==> config.mk <==
export PLATFORM = sky130hd
export DESIGN_NAME = cntr_down_timer
export DESIGN_NICKNAME = d
export VERILOG_FILES = /design/src/rtl/cntr_down_timer.sv
export SDC_FILE = /design/constraint.sdc
export NUM_CORES = 1
export LEC_CHECK = 0
export CAP_MARGIN = 10
export CORE_AREA = 8 8 45 47
export CTS_BUF_LIST = sky130_fd_sc_hd__clkbuf_8
export DETAILED_ROUTE_END_ITERATION = 16
export DIE_AREA = 0 0 53 55
export GPL_TIMING_DRIVEN = 1
export SYNTH_ARGS = -nofsm -noshare
export SYNTH_HDL_FRONTEND = slang
export SYNTH_SLANG_ARGS = --single-unit
==> constraint.sdc <==
create_clock -name clk -period 1.7 [get_ports clk]
set_input_delay 0.51 -clock clk [delete_from_list [all_inputs] [get_ports clk]]
set_output_delay 0.51 -clock clk [all_outputs]
set_load 0.02 [all_outputs]
==> src/rtl/cntr_down_timer.sv <==
// Loadable synchronous down-counter/timer with a one-cycle terminal-count pulse.
// Optional periodic mode: define CNTR_DOWN_AUTO_RELOAD_EN to reload the start value at terminal count.
//
// Load handshake: a load is taken on any rising edge where load_valid && load_ready.
// load_ready depends only on state (high in IDLE). load_value is sampled only on that edge.
module cntr_down_timer #(
  parameter int COUNT_WIDTH = 4
) (
  input  logic                   clk,
  input  logic                   rst_n,
  input  logic                   en,
  input  logic                   stop,
  input  logic                   load_valid,
  input  logic [COUNT_WIDTH-1:0] load_value,
  output logic                   load_ready,
  output logic [COUNT_WIDTH-1:0] count,
  output logic                   busy,
  output logic                   tc,
  output logic                   dbg_state
);

  typedef enum logic {
    IDLE = 1'b0,
    RUN  = 1'b1
  } state_t;

  state_t state;

`ifdef CNTR_DOWN_AUTO_RELOAD_EN
  logic [COUNT_WIDTH-1:0] reload_reg;
`endif

  assign load_ready = (state == IDLE);
  assign dbg_state  = (state == RUN);

  always_ff @(posedge clk) begin
    if (!rst_n) begin
      state <= IDLE;
      count <= '0;
      busy  <= 1'b0;
      tc    <= 1'b0;
`ifdef CNTR_DOWN_AUTO_RELOAD_EN
      reload_reg <= '0;
`endif
    end else begin
      tc <= 1'b0;
      case (state)
        IDLE: begin
          if (load_valid) begin
            count <= load_value;
`ifdef CNTR_DOWN_AUTO_RELOAD_EN
            reload_reg <= load_value;
`endif
            if (load_value != '0) begin
              state <= RUN;
              busy  <= 1'b1;
            end else begin
              // Zero-length timer: expire immediately without entering RUN.
              tc <= 1'b1;
            end
          end
        end
        RUN: begin
          // stop outranks a simultaneous terminal decrement: count stays put, no tc.
          if (stop) begin
            state <= IDLE;
            busy  <= 1'b0;
          end else if (en) begin
            if (count > COUNT_WIDTH'(1)) begin
              count <= count - COUNT_WIDTH'(1);
            end else if (count == COUNT_WIDTH'(1)) begin
              tc <= 1'b1;
`ifdef CNTR_DOWN_AUTO_RELOAD_EN
              count <= reload_reg;
`else
              count <= '0;
              state <= IDLE;
              busy  <= 1'b0;
`endif
            end
          end
        end
        default: begin
          state <= IDLE;
          busy  <= 1'b0;
        end
      endcase
    end
  end

endmodule

# --- Yosys cells after proc, flatten, opt, wreduce, memory -nomap -nowiden ---
# Index checks and enable logic that the tools add are counted.
totals:
  reg_bits: 7
  ramBits: 0
  mem_count: 0
  inputBits: 9
  mem_bits_ro: 0
  elab_cells: 46
  out_inout_bits: 8
  latch_bits: 0
classes:
  n_div: 0
  muxes: 27
  shifts: 0
  multipliers: 0
  n_addsub: 1
  n_eq_ne: 9
  n_bitwise: 1
  n_lt_le_gt_ge: 1
  reduce_logical: 3
ops:
  columns: ["op", "n"]
  rows:
  - ["$mux W4", 5]
  - ["$mux W1", 18]
  - ["$pmux W4 S2", 1]
  - ["$ne A2 B2 Y1 const B", 3]
  - ["$ne A3 B3 Y1 const B", 2]
  - ["$pmux W1 S2", 3]
  - ["$reduce_and A5 Y1", 1]
  - ["$eq A4 B1 Y1 const B", 1]
  - ["$gt A4 B1 Y1 const B", 1]
  - ["$reduce_and A4 Y1", 1]
  - ["$reduce_bool A4 Y1", 1]
  - ["$sub A4 B1 Y4 const B", 1]
  - ["$ne A3 B1 Y1 const B", 1]
  - ["$ne A3 B2 Y1 const B", 1]
  - ["$ne A2 B1 Y1 const B", 1]
  - ["$not A1 Y1", 1]

# --- Depth between registers and ports, before layout ---
logic_depth:
  depth_word: 6
  depth_mapped: 6
  depth_no_buf: 6

# --- Least setup slack after synthesis ---
# OpenSTA, ideal clock, no wires.
synth_path:
  path_kind: "reg-to-reg"
  start: "reg count[0]"
  end: "reg count[2]"
  setup_ps: 115
  setup_slack_ps: -7
  period_less_slack_ps: 1707
  path_stages_with_launch: 7
  arrival_time_ps: 1591
  path_cell_list: "dfxtp_1 -> inv_1 -> ha_1 -> nor4b_2 -> o31ai_4 -> o21ai_1 -> a31o_1"
synth_via:
  elab_chain_cells: 5
synth_rtl:
  columns: ["element", "line", "text"]
  rows:
  - ["start: declaration", "16", "output logic [COUNT_WIDTH-1:0] count,"]
  - ["start signal: assignment", "50", "count <= load_value;"]
  - ["start signal: assignment", "70", "count <= count - COUNT_WIDTH'(1);"]
  - ["$sub A4 B1 Y4 / $gt A4 B1 Y1 (equally long branches)", "70, 69", null]
  - ["$mux W4", "69", "if (count > COUNT_WIDTH'(1)) begin"]
  - ["$mux W4", "68", "end else if (en) begin"]
  - ["$mux W4", "65", "if (stop) begin"]
  - ["$pmux W4 S2", "47", "case (state)"]
# Parallel ways exist; a longest one is shown, timed or not. The select of a mux whose other input is x is not followed.
# A chain may end at the register's enable or synchronous reset.

# --- Worst setup path in the final report ---
layout_path:
  start: "in load_value[0]"
  end: "reg busy"
layout_via:
  elab_chain_cells: 3
layout_rtl:
  columns: ["element", "line", "text"]
  rows:
  - ["start: declaration", "14", "input logic [COUNT_WIDTH-1:0] load_value,"]
  - ["$reduce_bool A4 Y1", "54", "if (load_value != '0) begin"]
  - ["$ne A2 B1 Y1 (no line)", null, null]
  - ["$reduce_and A5 Y1 (no line)", null, null]
  - ["end signal: assignment", "56", "busy <= 1'b1;"]
  - ["end signal: assignment", "67", "busy <= 1'b0;"]
  - ["end signal: assignment", "78", "busy <= 1'b0;"]
  - ["end: declaration", "17", "output logic busy,"]
# Every way passes these cells.

==> impl_metrics.json <==
{
  "hold_depth": 1,
  "ant_nets": 0,
  "post-cts-setup-buffer-count": 0,
  "dp_hpwl_um": 904,
  "rows": 14,
  "finalHoldViolCount": 0,
  "globalRouteOverflowTotal": 0,
  "hold_slack_ns": 0.5318,
  "core_region_area_mm2": 0.001384,
  "run_status": "finished clean",
  "root_buffer": "sky130_fd_sc_hd__clkbuf_8",
  "cts_max_path_buffers": 2,
  "grt_max_degree": 10,
  "mean_cell_area_of_the_mapped_netlist_um2": 9.466,
  "floorplan_die_height_um": 55,
  "detailedRoute.firstIterationViolations": 2,
  "max_clock_freq_mhz": 596.1,
  "remaining_drc_errors": 0,
  "worstSetupPathType": "in2reg",
  "final.min_clock_period_ns": 1.678,
  "netlist.area_leader.share": 0.3218,
  "ir_drop_uv": 483.9,
  "place.port_buffers": 16,
  "post_route_cells_drive_above_1_share": 0.2603,
  "unrepaired_setup_endpoints_after_global_routing": "no",
  "critical_path_launch_point_type": "input pin",
  "clk_pin_slew_worst_paths_ns": 0.04,
  "wl_met1_um": 489,
  "final.setup.tns_ns": 0,
  "power_density_mw_per_mm2": 825.6,
  "synth-seq-area-share": 0.3218,
  "number_of_cells_produced_by_synthesis": 46,
  "synth_nets": 57,
  "arrival_ns": 1.79,
  "num_io_pins": 17,
  "start_util": 0.3146,
  "detailroute.wirelength.met3_um": 86,
  "final_nets": 85,
  "die_x_um": 53,
  "cts.sink_count": 7,
  "die_area_mm2": 0.002915,
  "globalRouteTotalUtil": 0.08265,
  "vias_per_cell": 5.079,
  "crit_chain": "clkdlybuf4s50_1 -> or4_4 -> nor2b_4 -> o221a_1",
  "post-synth-top-area-cell": "sky130_fd_sc_hd__dfxtp_1",
  "final_cell_count_no_fill": 89,
  "finish.instance_area_um2": 735.7,
  "fin_worst_skew_ns": 0.001567,
  "placed_area_um2": 671.9,
  "power.leakage_uw": 0.0003830,
  "dpl.cell_count": 85,
  "p_total_uw": 607.4,
  "critical_path.slowest_cell": "sky130_fd_sc_hd__or4_4",
  "global_route_wire_length_before_repair_um": 1787,
  "worst-endpoint-required_ns": 1.81,
  "cap_viol_max_count": 0,
  "timing.final.crit_share": 0.9869,
  "number_of_max_slew_violations_in_the_final_report": 0,
  "firstDrtPassIters": 2,
  "warnings_from_yosys": 0,
  "hold_buffers": 0,
  "via_total_after_detailed_routing": 452,
  "layout.filler_cells": 132,
  "timing.critical_path.slowest_cell_delay_ns": 0.49,
  "deepest_level_of_the_cts_h_tree": 1,
  "clk-insertion-delay-late_ns": 0.22,
  "post_synth_instance_area_um2": 435.4,
  "synth.ff_latch_count": 7,
  "first_global_vias": 457,
  "crit_fanout": 2,
  "clock_tree_from_tritoncts": "done",
  "final_weighted_congestion_of_routability_driven_global_placement": 0.7964,
  "worstMarginPinSlew_ns": 0.4019,
  "dr_wl_met2_um": 545,
  "worstHoldPathType": "reg2reg",
  "avgRoutedWirePerCell_um": 12.76,
  "insertedDiodeCount": 0,
  "area.growth.synth_to_final_pct": 68.97,
  "highest_metal_layer_used_by_the_detailed_router": "met4",
  "grt_antenna_before_repair": 0,
  "cts_buffers": 3,
  "routed_wirelength_um": 1136,
  "worst_slew_margin_rel": 0.7298,
  "r2r_cells": 7,
  "finalSetupViolCount": 0,
  "setup.worst_path.end_class": "flip-flop",
  "post_synth_main_area_contributors": "sky130_fd_sc_hd__dfxtp_1 (32%), sky130_fd_sc_hd__ha_1 (5.7%), sky130_fd_sc_hd__inv_1 (5.2%)",
  "count_of_distinct_cell_types_in_the_synthesized_netlist": 28
}
-- routing by layer --
layer  GRT usage  vias up
met4     0.03879        0
li1            -      223
met3     0.04278        5
met1     0.07786      210
met5           0        -
met2      0.1465       14
-- metrics by stage --
step	worst slack (ns)	utilization
floorplan	0.02026	-
global placement	-0.2577	0.4855
detailed placement	-0.2505	0.4855
CTS	0.004721	0.5163
global route	0.008485	0.5316
finish	0.02230	0.5316
-- synth_stat cells --
| master | n |
|---|---|
| sky130_fd_sc_hd__nor2b_1 | 1 |
| sky130_fd_sc_hd__a2bb2oi_1 | 1 |
| sky130_fd_sc_hd__nor3_1 | 1 |
| sky130_fd_sc_hd__inv_1 | 6 |
| sky130_fd_sc_hd__nor2_1 | 2 |
| sky130_fd_sc_hd__nand4b_1 | 1 |
| sky130_fd_sc_hd__nand3b_1 | 1 |
| sky130_fd_sc_hd__ha_1 | 2 |
| sky130_fd_sc_hd__nor2b_4 | 1 |
| sky130_fd_sc_hd__o21ai_1 | 1 |
| sky130_fd_sc_hd__o221ai_1 | 2 |
| sky130_fd_sc_hd__xnor2_1 | 1 |
| sky130_fd_sc_hd__dfxtp_1 | 7 |
| sky130_fd_sc_hd__nor4b_2 | 1 |
| sky130_fd_sc_hd__and4bb_2 | 1 |
| sky130_fd_sc_hd__and3_1 | 1 |
| sky130_fd_sc_hd__o211a_1 | 2 |
| sky130_fd_sc_hd__nand2_1 | 1 |
| sky130_fd_sc_hd__nand2b_2 | 1 |
| sky130_fd_sc_hd__a21oi_1 | 2 |
| sky130_fd_sc_hd__o31ai_1 | 1 |
| sky130_fd_sc_hd__o221a_1 | 1 |
| sky130_fd_sc_hd__or4_1 | 1 |
| sky130_fd_sc_hd__buf_2 | 1 |
| sky130_fd_sc_hd__o31ai_4 | 1 |
| sky130_fd_sc_hd__a31o_1 | 1 |
| sky130_fd_sc_hd__and2_1 | 1 |
| sky130_fd_sc_hd__o21ai_0 | 3 |
-- state kept, by name (all words and copies together) (netlist names) --
signal / flops
count: 4
dbg_state: 1
tc: 1
busy: 1
-- path summary, 6_finish.rpt --
check                     start  slack [ns]        to
setup / recovery  load_value[0]        0.02      busy
hold / removal             busy        0.53      busy
setup reg to reg       count[1]        0.15  count[3]
hold reg to reg            busy        0.53      busy
-- critical path, delay by kind of cell --
kind | cells | cell delay [ns]
AND/OR/NAND/NOR | 2 | 0.63
buffers and inverters | 1 | 0.43
AO/OA/AOI/OAI | 1 | 0.22
-- logic make-up after synthesis --
kind of cell / count (synthesis) / synth area share
AND/OR/NAND/NOR: 14 / 0.2500
buffers and inverters: 7 / 0.06320
AO/OA/AOI/OAI: 15 / 0.2874
adder cells (fa/ha/maj): 2 / 0.05746
XOR/XNOR: 1 / 0.02012
flip-flops: 7 / 0.3218
-- placed cells by master (no fill, tap or decap), types with 2 or more instances in the layout --
cell	netlist	routed
sky130_fd_sc_hd__inv_1	6	7
sky130_fd_sc_hd__dlygate4sd2_1	0	5
sky130_fd_sc_hd__clkdlybuf4s50_1	0	7
sky130_fd_sc_hd__a21oi_1	2	2
sky130_fd_sc_hd__dfxtp_1	7	6
sky130_fd_sc_hd__ha_1	2	2
sky130_fd_sc_hd__o21ai_0	3	3
sky130_fd_sc_hd__o211a_1	2	2
sky130_fd_sc_hd__o221ai_1	2	2
sky130_fd_sc_hd__dlymetal6s2s_1	0	4
sky130_fd_sc_hd__buf_4	0	8
sky130_fd_sc_hd__nor2_1	2	2
sky130_fd_sc_hd__clkbuf_8	0	3
-- power by group --
group | switching (uW) | internal, uW
Clock | 66.7 | 156
Sequential | 9.17 | 179
Combinational | 93.7 | 103
-- area by class of cell --
| cell class | count | area (um^2) | area share |
|---|---|---|---|
| Sequential cell | 7 | 141.4 | 0.1922 |
| Clock inverter | 1 | 3.754 | 0.005102 |
| Multi-Input combinational cell | 32 | 282.8 | 0.3844 |
| Timing Repair Buffer | 24 | 224.0 | 0.3044 |
| Inverter | 6 | 22.52 | 0.03061 |
| Tap cell | 16 | 20.02 | 0.02721 |
| Clock buffer | 3 | 41.29 | 0.05612 |
-- what timing repair did --
item                                    in CTS  in global routing
pin swaps                                    0                  1
endpoints found under the setup margin       4                  3
gates resized for setup                      6                  6
hold endpoints to repair                     0                  0
Power figures use the tool's default switching activity.
==> edit 1 (config.mk and constraints unchanged) <==
`COUNT_WIDTH`: 4 -> 5.
--- a/src/rtl/cntr_down_timer.sv
+++ b/src/rtl/cntr_down_timer.sv
@@ -4,7 +4,7 @@
 // Load handshake: a load is taken on any rising edge where load_valid && load_ready.
 // load_ready depends only on state (high in IDLE). load_value is sampled only on that edge.
 module cntr_down_timer #(
-  parameter int COUNT_WIDTH = 4
+  parameter int COUNT_WIDTH = 5
 ) (
   input  logic                   clk,
   input  logic                   rst_n,
Interface: changed (resized count and load_value); port bits go from 17 to 19. No check against the original RTL was run, so the function may have changed too.
==> edit 1 against the original RTL <==
First-iteration DRC count grew to 6.5 times the old value. Sequential cell count is 1 higher. Sequential share of layout area is 0.20 points lower. Synthesized area is 21% higher. Total power is 16% higher. Wire length is 45% higher. Count of clock-buffer cells in the layout stayed put. Sequential power is 15% higher. Via count is 38% higher. Setup slack better by 40 ps. Non-clock buffer count is 4 higher. Design area is 14% higher. Critical path depth is 3 lower. Cell count is 27% higher. Largest cell class unchanged. Highest routed layer unchanged.
==> edit 1: results (changes against the original RTL) <==
Power and ir drop
  – Clock power share: 33.2% (was 36.6%)
  – Max VDD drop: 0.000429 V (was 0.000484 V)
  – Total power: 702 µW (was 607 µW)
  – Sw Ratio: 32.0% (was 27.9%)
  – Leak Pwr: 0.404 nW (was 0.383 nW)
  – P_seq: 217 µW (was 189 µW)

GRT
  – GRT Overall Usage: 12.2% (was 8.26%)
  – Largest net degree at the start of global routing: 17 (was 10)
  – Global routing met3 resource utilization: 4.01% (was 4.28%)
  – Met1 usage: 14.6% (was 7.79%)
  – Total congestion overflow: 0 (unchanged)
  – M2 GR Usage: 19.1% (was 14.6%)
  – Vias in the first global route: 630 (was 457)
  – Global-route wire length before repair: 2690 µm (was 1790 µm)

Critical path
  – R2R cell count: 6 (was 7)
  – Worst setup path end: tc (was busy$_SDFFE_PN0P_)
  – Max stage delay on crit path: 600 ps (was 490 ps)
  – Launch point of the worst path: tc$_SDFF_PN0_ (was load_value[0])
  – Crit-path slowest cell: clkdlybuf4s50_1 (was or4_4)
  – Critical path peak fanout: 1 (was 2)
  – Crit path DAT: 1130 ps (was 1790 ps)
  – Critical R2R Capture: count[2]$_SDFFE_PN0P_ (was count[3]$_SDFFE_PN0P_)
  – Family with the most delay on the worst path: buffers and inverters (was simple AND/OR/NAND/NOR gates)

Detailed routing
  – Max layer used: met4 (unchanged)
  – Vias after detailed routing: 624 (was 452)
  – M1 WL: 768 µm (was 489 µm)
  – Routed WL: 1650 µm (was 1140 µm)
  – Met3 wire len: 94 µm (was 86 µm)
  – Wire length on met2: 778 µm (was 545 µm)
  – Initial drt markers: 13 (was 2)
  – Routed WL per cell: 14.6 µm (was 12.8 µm)
  – Pre-antenna DRT Iters: 4 (was 2)

Logic synthesis
  – Distinct cells, synth: 27 (was 28)
  – Post-Syn Nets: 79 (was 57)
  – Adder-Cell Fraction of Synth Area: 4.76% (was 5.75%)
  – Post-synthesis mux area share: 0% (unchanged)
  – Synthesized area per cell: 7.84 µm² (was 9.47 µm²)
  – Top cells by area, synth: dfxtp_1, nand2_1, nor2_1 (was dfxtp_1, ha_1, inv_1)
  – Post-synthesis sequential area ratio: 30.5% (was 32.2%)
  – Post-Synth XOR/XNOR Area: 0% (was 2.01%)
  – Area fraction in compound gates after synthesis: 26.9% (was 28.7%)

CTS
  – Clock-pin slew on the worst setup and hold paths: 40 ps (about the same)
  – Total CTS buffers: 3 (unchanged)
  – Max Root-Sink Buffers: 2 (unchanged)

Min path
  – Hold Path Stages: 2 (was 1)

STA
  – Fmax: 611 MHz (was 596 MHz)
  – Relative slew slack: 77.3% (was 73.0%)
  – Final Skew: 3.45 ps (was 1.57 ps)
  – Hold WS: 472 ps (was 532 ps)

Placement
  – PortBufs: 18 (was 16)
  – Inst Count DP: 110 (was 85)
  – Final RePlAce weighted congestion: 0.845 (was 0.796)
  – Pre-CTS WS: -100 ps (was -251 ps)
  – Dpl hpwl: 1280 µm (was 904 µm)

Final layout
  – Max reg flops: 5 (was 4)
  – Nets@finish: 111 (was 85)
  – Layout cells sized above 1: 17.5% (was 26.0%)
  – ANT cells: 0 (unchanged)

Run status
  – Status: completed (unchanged)
[edit 1: changes by cell type in the layout (fill, tap and decap cells not counted), moves of 3 or more]
cell and delta:
nand2_1 +8, nor2_1 +5, a21oi_1 +3, clkdlybuf4s50_1 +3, inv_1 -3, a31oi_1 +4
[edit 1: repair_timing]
item,4_1_cts,5_1_grt
resized for setup,4,5
setup buffers,0,0
cloned,0,0
endpoints found under the hold margin,0,0
setup endpoints to repair,4,6
[edit 1: cell families after synthesis]
kind of cell               count (synthesis)
AOI/OAI and AO/OA                         21
DFF                                        8
adders and majority gates                  2
buffers and inverters                      5
and+or+nand+nor                           31
[edit 1: layout make-up]
cell class                      count  area, µm²
Tap cell                           16       20.0
Fill cell                         140        542
Timing Repair Buffer               28        260
Sequential cell                     8        160
Inverter                            4       15.0
Clock buffer                        3       41.3
Multi-Input combinational cell     54        345
==> edit 2 (config.mk and constraints unchanged) <==
Made on the original files. Make the reset (`rst_n`) asynchronous in one clocked block.
--- a/src/rtl/cntr_down_timer.sv
+++ b/src/rtl/cntr_down_timer.sv
@@ -33,7 +33,7 @@
   assign load_ready = (state == IDLE);
   assign dbg_state  = (state == RUN);
 
-  always_ff @(posedge clk) begin
+  always_ff @(posedge clk or negedge rst_n) begin
     if (!rst_n) begin
       state <= IDLE;
       count <= '0;
Formal check against the unedited RTL: differs if rst_n is asserted again (counterexample within 4 cycles, from zero or initial values and one cycle with rst_n low); with rst_n held inactive, the same outputs for 10 cycles.
==> edit 2 against the original RTL <==
Cell count stayed put. Sequential cell count stayed put. Fmax up 1.5%. Critical path depth shrank 1. Sequential share of layout area up 5.4 points. Wire length is 18% higher. Setup slack better by 25 ps. Synthesized area fell by 3.2%. Non-clock buffer count up 1. Worst hold slack gained 13 ps. Core utilization fell by 1.7 points. Design area shrank 3.2%. Critical endpoint is now dbg_state$_DFF_PN0_. Largest cell class unchanged. Highest routed layer is now met3.
Power is not compared: it rests on default switching activity, and its combinational part moved more than twofold at a synthesized area within 25%.
==> edit 2: results (changes against the original RTL) <==
Critical path
  – Worst Path Required: 1810 ps (about the same)
  – Critical path peak fanout: 3 (was 2)

Logic synthesis
  – Post-Syn Nets: 55 (was 57)
  – Post-synth top cells: dfrtp_1, a2bb2oi_1, o21ai_0, inv_1, nor2_1 (was dfxtp_1, inv_1, o21ai_0)
  – Mapped Cells: 44 (was 46)
  – Distinct cells, synth: 23 (was 28)
  – Top cells by area, synth: dfrtp_1, a2bb2oi_1, ha_1 (was dfxtp_1, ha_1, inv_1)
  – Post-synthesis sequential area ratio: 41.5% (was 32.2%)

Detailed routing
  – Pre-antenna DRT Iters: 4 (was 2)
  – Initial drt markers: 15 (was 2)
  – Vias per cell: 5.31 (was 5.08)
  – Routed WL per cell: 15.0 µm (was 12.8 µm)

GRT
  – Initial antenna violation count: 0 (unchanged)
  – Global-route wire length before repair: 2010 µm (was 1790 µm)
  – GRT Overall Usage: 9.95% (was 8.26%)
  – Largest net degree at the start of global routing: 9 (was 10)
  – Vias in the first global route: 461 (was 457)

Final layout
  – ANT cells: 0 (unchanged)
  – Layout cells sized above 1: 20.5% (was 26.0%)

STA
  – Relative slew slack: 79.1% (was 73.0%)
  – Final Skew: 0.887 ps (was 1.57 ps)

Placement
  – Final RePlAce weighted congestion: 0.759 (was 0.796)
  – Dpl hpwl: 1030 µm (was 904 µm)

CTS
  – Total CTS buffers: 3 (unchanged)

Run status
  – Status: completed (unchanged)

Min path
  – Hold Path Class: in -> async (was reg -> reg)
-- edit 2: metrics by stage --
stage | TNS, ps | instance area, µm² | setup slack (ps) | total power [mW] | hold WS (ps)
global placement | -534 | 669 | -166 | 0.980 | 540
floorplan | 0 | 422 | 147 | 0.651 | 214
finish | 0 | 712 | 47.0 | 1.18 | 545
global route | 0 | 712 | 10.9 | 1.27 | 567
detailed placement | -607 | 669 | -184 | 0.987 | 546
CTS | 0 | 706 | 52.7 | 1.17 | 550
-- edit 2: worst max-delay path: stages --
cell and delay, ps:
clkdlybuf4s50_1 420, or4_4 560, a32o_1 280
-- edit 2: where the power goes --
| group | internal [mW] | leakage (nW) | switching [mW] | total (mW) |
|---|---|---|---|---|
| clock network | 0.156 | 0.0269 | 0.0682 | 0.224 |
| registers | 0.229 | 0.0878 | 0.0534 | 0.283 |
| logic | 0.320 | 0.210 | 0.348 | 0.668 |
-- edit 2: cells by family (layout without fill, tap and decap cells) --
family | after synthesis | count (layout) | share of synthesized area [%]
compound gates | 17 | 17 | 29.4
simple gates | 14 | 14 | 19.6
flops | 7 | 7 | 41.5
buf+inv | 4 | 33 | 3.56
fa+ha+maj | 2 | 2 | 5.93
-- edit 2: per-layer routing --
layer  up-vias  GRT usage [%]  routed length [µm]
met1       225           10.4                 571
met5         -              0                   0
met2        16           16.2                 669
met3         0           5.88                  94
met4         0           3.88                   0
li1        232              -                   -
-- edit 2: layout make-up --
type	count	area (µm²)
fillers	133	672
multi-input cells	33	238
repair buffers	25	219
flip-flops and latches	7	175
clock buffers	3	41.3
well taps	16	20.0
inverters	4	15.0
clock inverters	1	3.75
-- edit 2: repair_timing --
item / 4_1_cts / 5_1_grt
gates resized for setup: 7 / 1
hold endpoints to repair: 0 / 0
setup endpoints to repair: 7 / 4
-- edit 2: path summary, 6_finish.rpt --
path	from	to	slack (ps)	cells past startpoint
min in group clk	count[1]$_DFFE_PN0P_	count[1]$_DFFE_PN0P_	550	2
worst max register to register	count[1]$_DFFE_PN0P_	count[2]$_DFFE_PN0P_	150	5
worst min register to register	count[1]$_DFFE_PN0P_	count[1]$_DFFE_PN0P_	550	2
max in group asynchronous	rst_n	count[1]$_DFFE_PN0P_	920	1
worst min-delay path	rst_n	tc$_DFF_PN0_	540	1
worst max-delay path	load_value[1]	dbg_state$_DFF_PN0_	50	3
